--- src/rtl/pc_pkg.sv ---
// Shared types and helpers for the program counter with return-address stack.
package pc_pkg;

  typedef enum logic [2:0] {
    OP_IDLE,
    OP_INC,
    OP_LOAD,
    OP_CALL,
    OP_RET,
    OP_HOLD
  } op_e;

  // Ceiling log2 usable in constant expressions; returns 0 for v <= 1.
  function automatic int unsigned clog2(input int unsigned v);
    int unsigned r;
    r = 0;
    while ((32'd1 << r) < v) r = r + 1;
    return r;
  endfunction

endpackage

--- src/rtl/ras_stack.sv ---
// Circular LIFO of return addresses; a push while full overwrites the oldest entry.
module ras_stack
  import pc_pkg::*;
#(
  parameter int unsigned AW        = 16,
  parameter int unsigned RAS_DEPTH = 4,
  localparam int unsigned PW       = clog2(RAS_DEPTH),
  localparam int unsigned CW       = clog2(RAS_DEPTH + 1)
) (
  input  logic          clk,
  input  logic          rst,
  input  logic          push,
  input  logic          pop,
  input  logic [AW-1:0] push_data,
  output logic [AW-1:0] top,
  output logic [CW-1:0] count,
  output logic          full,
  output logic          empty
);

  logic [AW-1:0] mem [RAS_DEPTH];
  logic [PW-1:0] ptr;
  logic [PW-1:0] ptr_inc;
  logic [PW-1:0] ptr_dec;

  // Pointer arithmetic wraps modulo the depth, which need not be a power of two.
  assign ptr_inc = (ptr == PW'(RAS_DEPTH - 1)) ? '0 : ptr + PW'(1);
  assign ptr_dec = (ptr == '0) ? PW'(RAS_DEPTH - 1) : ptr - PW'(1);

  assign top   = mem[ptr];
  assign full  = (count == CW'(RAS_DEPTH));
  assign empty = (count == '0);

  always_ff @(posedge clk or negedge rst) begin
    if (!rst) begin
      ptr   <= '0;
      count <= '0;
    end else if (push) begin
      ptr <= ptr_inc;
      if (!full) count <= count + CW'(1);
    end else if (pop && !empty) begin
      ptr   <= ptr_dec;
      count <= count - CW'(1);
    end
  end

  // Storage needs no reset; entries are only read once written.
  always_ff @(posedge clk) begin
    if (push) mem[ptr_inc] <= push_data;
  end

endmodule

--- src/rtl/pc_ras.sv ---
// Program counter with load/increment/stall and CALL/RET through a return-address stack.
module pc_ras
  import pc_pkg::*;
#(
  parameter int unsigned   AW        = 16,
  parameter int unsigned   INC       = 1,
  parameter logic [AW-1:0] RESET_VEC = '0,
  parameter int unsigned   RAS_DEPTH = 4
) (
  input  logic          clk,
  input  logic          rst,
  input  logic [AW-1:0] din,
  input  logic          hold,
  input  logic          pcload,
  input  logic          pcinc,
  input  logic          call,
  input  logic          ret,
  input  logic          err_clr,
  output logic [AW-1:0] dout,
  output logic          ras_empty,
  output logic          ras_full,
  output logic          ras_ovf,
  output logic          ras_unf
);

  localparam int unsigned CW = clog2(RAS_DEPTH + 1);

  op_e           op;
  logic [AW-1:0] pc_next;
  logic [AW-1:0] pc_plus;
  logic [AW-1:0] stack_top;
  logic [CW-1:0] stack_count;
  logic          stack_full;
  logic          stack_empty;
  logic          push;
  logic          pop;
  logic          ovf_set;
  logic          unf_set;

  assign pc_plus = dout + AW'(INC);

  ras_stack #(
    .AW        (AW),
    .RAS_DEPTH (RAS_DEPTH)
  ) u_stack (
    .clk       (clk),
    .rst       (rst),
    .push      (push),
    .pop       (pop),
    .push_data (pc_plus),
    .top       (stack_top),
    .count     (stack_count),
    .full      (stack_full),
    .empty     (stack_empty)
  );

  assign ras_empty = (stack_count == '0);
  assign ras_full  = (stack_count == CW'(RAS_DEPTH));

  // Only the highest-priority asserted operation is acted on.
  always_comb begin
    op = OP_IDLE;
    if (hold)        op = OP_HOLD;
    else if (ret)    op = OP_RET;
    else if (call)   op = OP_CALL;
    else if (pcload) op = OP_LOAD;
    else if (pcinc)  op = OP_INC;
  end

  always_comb begin
    pc_next = dout;
    push    = 1'b0;
    pop     = 1'b0;
    ovf_set = 1'b0;
    unf_set = 1'b0;
    case (op)
      OP_INC:  pc_next = pc_plus;
      OP_LOAD: pc_next = din;
      OP_CALL: begin
        push    = 1'b1;
        ovf_set = stack_full;
        pc_next = din;
      end
      OP_RET: begin
        // Return on an empty stack degrades to a plain advance.
        if (stack_empty) begin
          pc_next = pc_plus;
          unf_set = 1'b1;
        end else begin
          pc_next = stack_top;
          pop     = 1'b1;
        end
      end
      default: ;
    endcase
  end

  // Sticky error flags: a set in the same cycle as err_clr wins.
  always_ff @(posedge clk or negedge rst) begin
    if (!rst) begin
      dout    <= RESET_VEC;
      ras_ovf <= 1'b0;
      ras_unf <= 1'b0;
    end else begin
      dout    <= pc_next;
      ras_ovf <= ovf_set | (ras_ovf & ~err_clr);
      ras_unf <= unf_set | (ras_unf & ~err_clr);
    end
  end

endmodule

--- config.mk ---
export PLATFORM = sky130hd
export DESIGN_NAME = pc_ras
export DESIGN_NICKNAME = d
export VERILOG_FILES = /design/src/rtl/pc_pkg.sv /design/src/rtl/ras_stack.sv /design/src/rtl/pc_ras.sv
export SDC_FILE = /design/constraint.sdc
export NUM_CORES = 1
export LEC_CHECK = 0
export ABC_AREA = 1
export BUFFER_PORTS_ARGS = -buffer_cell sky130_fd_sc_hd__buf_2
export CAP_MARGIN = 20
export CORE_ASPECT_RATIO = 0.75
export CORE_MARGIN = 2
export CORE_UTILIZATION = 40
export DETAILED_ROUTE_END_ITERATION = 16
export PLACE_DENSITY_LB_ADDON = 0.1
export SETUP_SLACK_MARGIN = 0.3
export SYNTH_ARGS = -nofsm -noshare
export SYNTH_HDL_FRONTEND = slang
export SYNTH_HIERARCHICAL = 1
export SYNTH_SLANG_ARGS = --single-unit
--- constraint.sdc ---
create_clock -name clk -period 2.4 [get_ports clk]
set_input_delay 0.36 -clock clk [delete_from_list [all_inputs] [get_ports clk]]
set_output_delay 0.36 -clock clk [all_outputs]
set_load 0.02 [all_outputs]
==> results_dict.tcl <==
set metrics [dict create \
    area_growth_pct 14.6 \
    n_fill_cell 1030 \
    setup_violations 0 \
    path_buf_inv 4 \
    fp.dieW_um 125 \
    final_core_util_pct 46.5 \
    arrival_ns 2.03 \
    vdd_drop_max_mv 0.525 \
    ant_nets 0 \
    antenna_cells 0 \
    fin_area_um2 5030 \
    post-place-ws_ns 0.389 \
    start_kind "register" \
    holdCritPathClass "input pin to asynchronous set/reset pin" \
    holdBufCountCts 0 \
    rsz0062_at_grt "no" \
    tritoncts "yes" \
    grt_max_degree 38 \
    syn_area_per_cell_um2 9.80 \
    dp_hpwl_mm 7.61 \
    cp_top_family "simple AND/OR/NAND/NOR gates" \
    final_cell_mix "nand2_1, nor2_1, edfxtp_1" \
    cts_made_buffers 9 \
    yosysUniqueCellTypes 35 \
    path_cells "nor2_2 > nand2_1 > inv_1 > inv_1 > nand3_1 > nand2_1 > inv_2 > nand2_1 > nand4_1 > o21ai_0 > inv_1" \
    period_needed_ns 1.76 \
    max-clock-path-buffers 2 \
    clock-sinks 87 \
    cts_resized 0 \
    finalHoldViolCount 0 \
    end_kind "register" \
    slew_headroom_pct 61.7 \
    postCtsSetupBuffers 0 \
    cts_root_buffer "clkbuf_16" \
    initial_core_util_pct 40.6 \
    grt_pass1_wl_mm 16.7 \
    port_buffers 43 \
    ys_ff_latch 87 \
    slowest_delay_ns 0.47 \
    grt_pass1_vias 2994 \
    finalMaxSlewViolations 0 \
    dieArea_um2 11800 \
    syn_nets 480 \
    cts_max_level 3 \
    worst_slew_pin_slew_ns 0.574 \
    core_area_um2 10800 \
    rr_worst_depth 11 \
    fmax_mhz 570 \
    place_inst 625 \
    worstPathMaxFanout 15 \
    fin_cells 641 \
    drtPass1Iterations 4 \
    post-route-drc-count 0 \
    detailed_place.area_um2 4710 \
    final_common_cell "nand2_1" \
    synth_area_um2 4390 \
    vias_per_cell 4.89 \
    drive_above_1_share_pct 21.6 \
    yosys_warnings 6 \
    worstPathRequired_ns 2.68 \
    clock_skew_ns 0.00591 \
    maxCapViolations 0 \
    ios 44 \
    synth.area.top_cells "edfxtp_1, dfrtp_1, nand2_1, nor2_1, inv_1" \
    slowest_stage "dfrtp_1" \
    path_depth 11 \
    clk_latency_ns 0.34 \
    status "finished, final reports clean" \
    wl_per_cell_um 16.5 \
    synth_top_area_share_pct 43.8 \
    routed_wl_mm 10.6 \
    synthCells 448 \
    synth_top_cell_by_area "edfxtp_1" \
    num_rows 33 \
    routed-via-count 3132 \
    post-route-period-util_pct 73.2 \
    ys_seq_area_share_pct 56.9 \
    p_per_area_nw_per_um2 1250 \
    drt_iter0_drc 232 \
    overflow 0 \
    nets 528 \
    p_leak_uw 0.00214 \
    setup_slack_ns 0.644 \
    antenna_found_initial 0 \
    grt_util_all_layers_pct 18.9 \
    fin_tns_setup_ns 0 \
    die_h_um 94.7 \
    clk_pin_slew_ns 0.06 \
    crit_type "register to register" \
    gp_congestion 0.813 \
]
-- cell type report --
type	instances	area (um2)	share of cell area, %
multi-input cells	312	1620	32.2
repair buffers	52	283	5.62
inverters	34	135	2.68
clock inverters	7	97.6	1.94
well taps	140	175	3.48
clock buffers	9	225	4.47
flip-flops and latches	87	2500	49.6
-- final timing paths --
check,start,to,slack (ns)
setup reg to reg,u_stack/count[0]$_DFFE_PN0P_,dout[2]$_DFFE_PN0P_,0.64
setup / recovery,u_stack/count[0]$_DFFE_PN0P_,dout[2]$_DFFE_PN0P_,0.64
min in group clk,err_clr,ras_ovf$_DFF_PN0_,0.23
max in group asynchronous,rst,dout[15]$_DFFE_PN0P_,2.00
hold / removal,rst,u_stack/count[2]$_DFFE_PN0P_,0.02
hold reg to reg,ras_unf$_DFF_PN0_,ras_unf$_DFF_PN0_,0.54
-- cell usage after synthesis, drive strengths merged --
cell	count
nor3b	1
inv	34
nand3b	2
and2	3
nor3	1
edfxtp	64
ha	7
fa	1
xnor2	4
buf	15
nor2	77
a21oi	14
nand3	19
nand2	118
dfrtp	23
xor2	4
o22ai	17
o21ai	39
nand4	4
o211ai	1
-- state kept, by name, summed over array words and instances (netlist names) --
signal / count
u_stack/ptr: 2
u_stack/mem: 64
ras_ovf: 1
u_stack/count: 3
dout: 16
ras_unf: 1
-- power by group --
group / leakage [uW] / internal [uW] / switching [uW]
combinational: 0.00115 / 793 / 1690
sequential: 0.000842 / 2050 / 297
clock: 0.000152 / 913 / 577
-- cells by family (layout without fill, tap and decap cells) --
kind of cell / count (synthesis) / in the layout / synth area share, %
compound gates: 71 / 71 / 10.3
fa+ha+maj: 8 / 8 / 2.45
buf+inv: 49 / 102 / 6.21
flops: 87 / 87 / 56.9
simple gates: 225 / 225 / 22.1
xor+xnor: 8 / 8 / 2.11
-- routing by layer --
metal	GRT usage [%]	vias to the layer above	wire (um)
met4	4.91	0	74
li1	-	1594	-
met1	28.6	1445	5250
met3	4.87	8	838
met2	27.0	85	4420
met5	0	-	0
-- through the flow --
step,total power [uW],hold WS [ns]
2_1_floorplan,4130,0.0644
3_3_place_gp,4880,0.392
3_5_place_dp,4870,0.399
4_1_cts,6370,0.0328
5_1_grt,6750,0.0512
6_report,6310,0.0166
No activity file was read; power rests on OpenSTA's default activity.
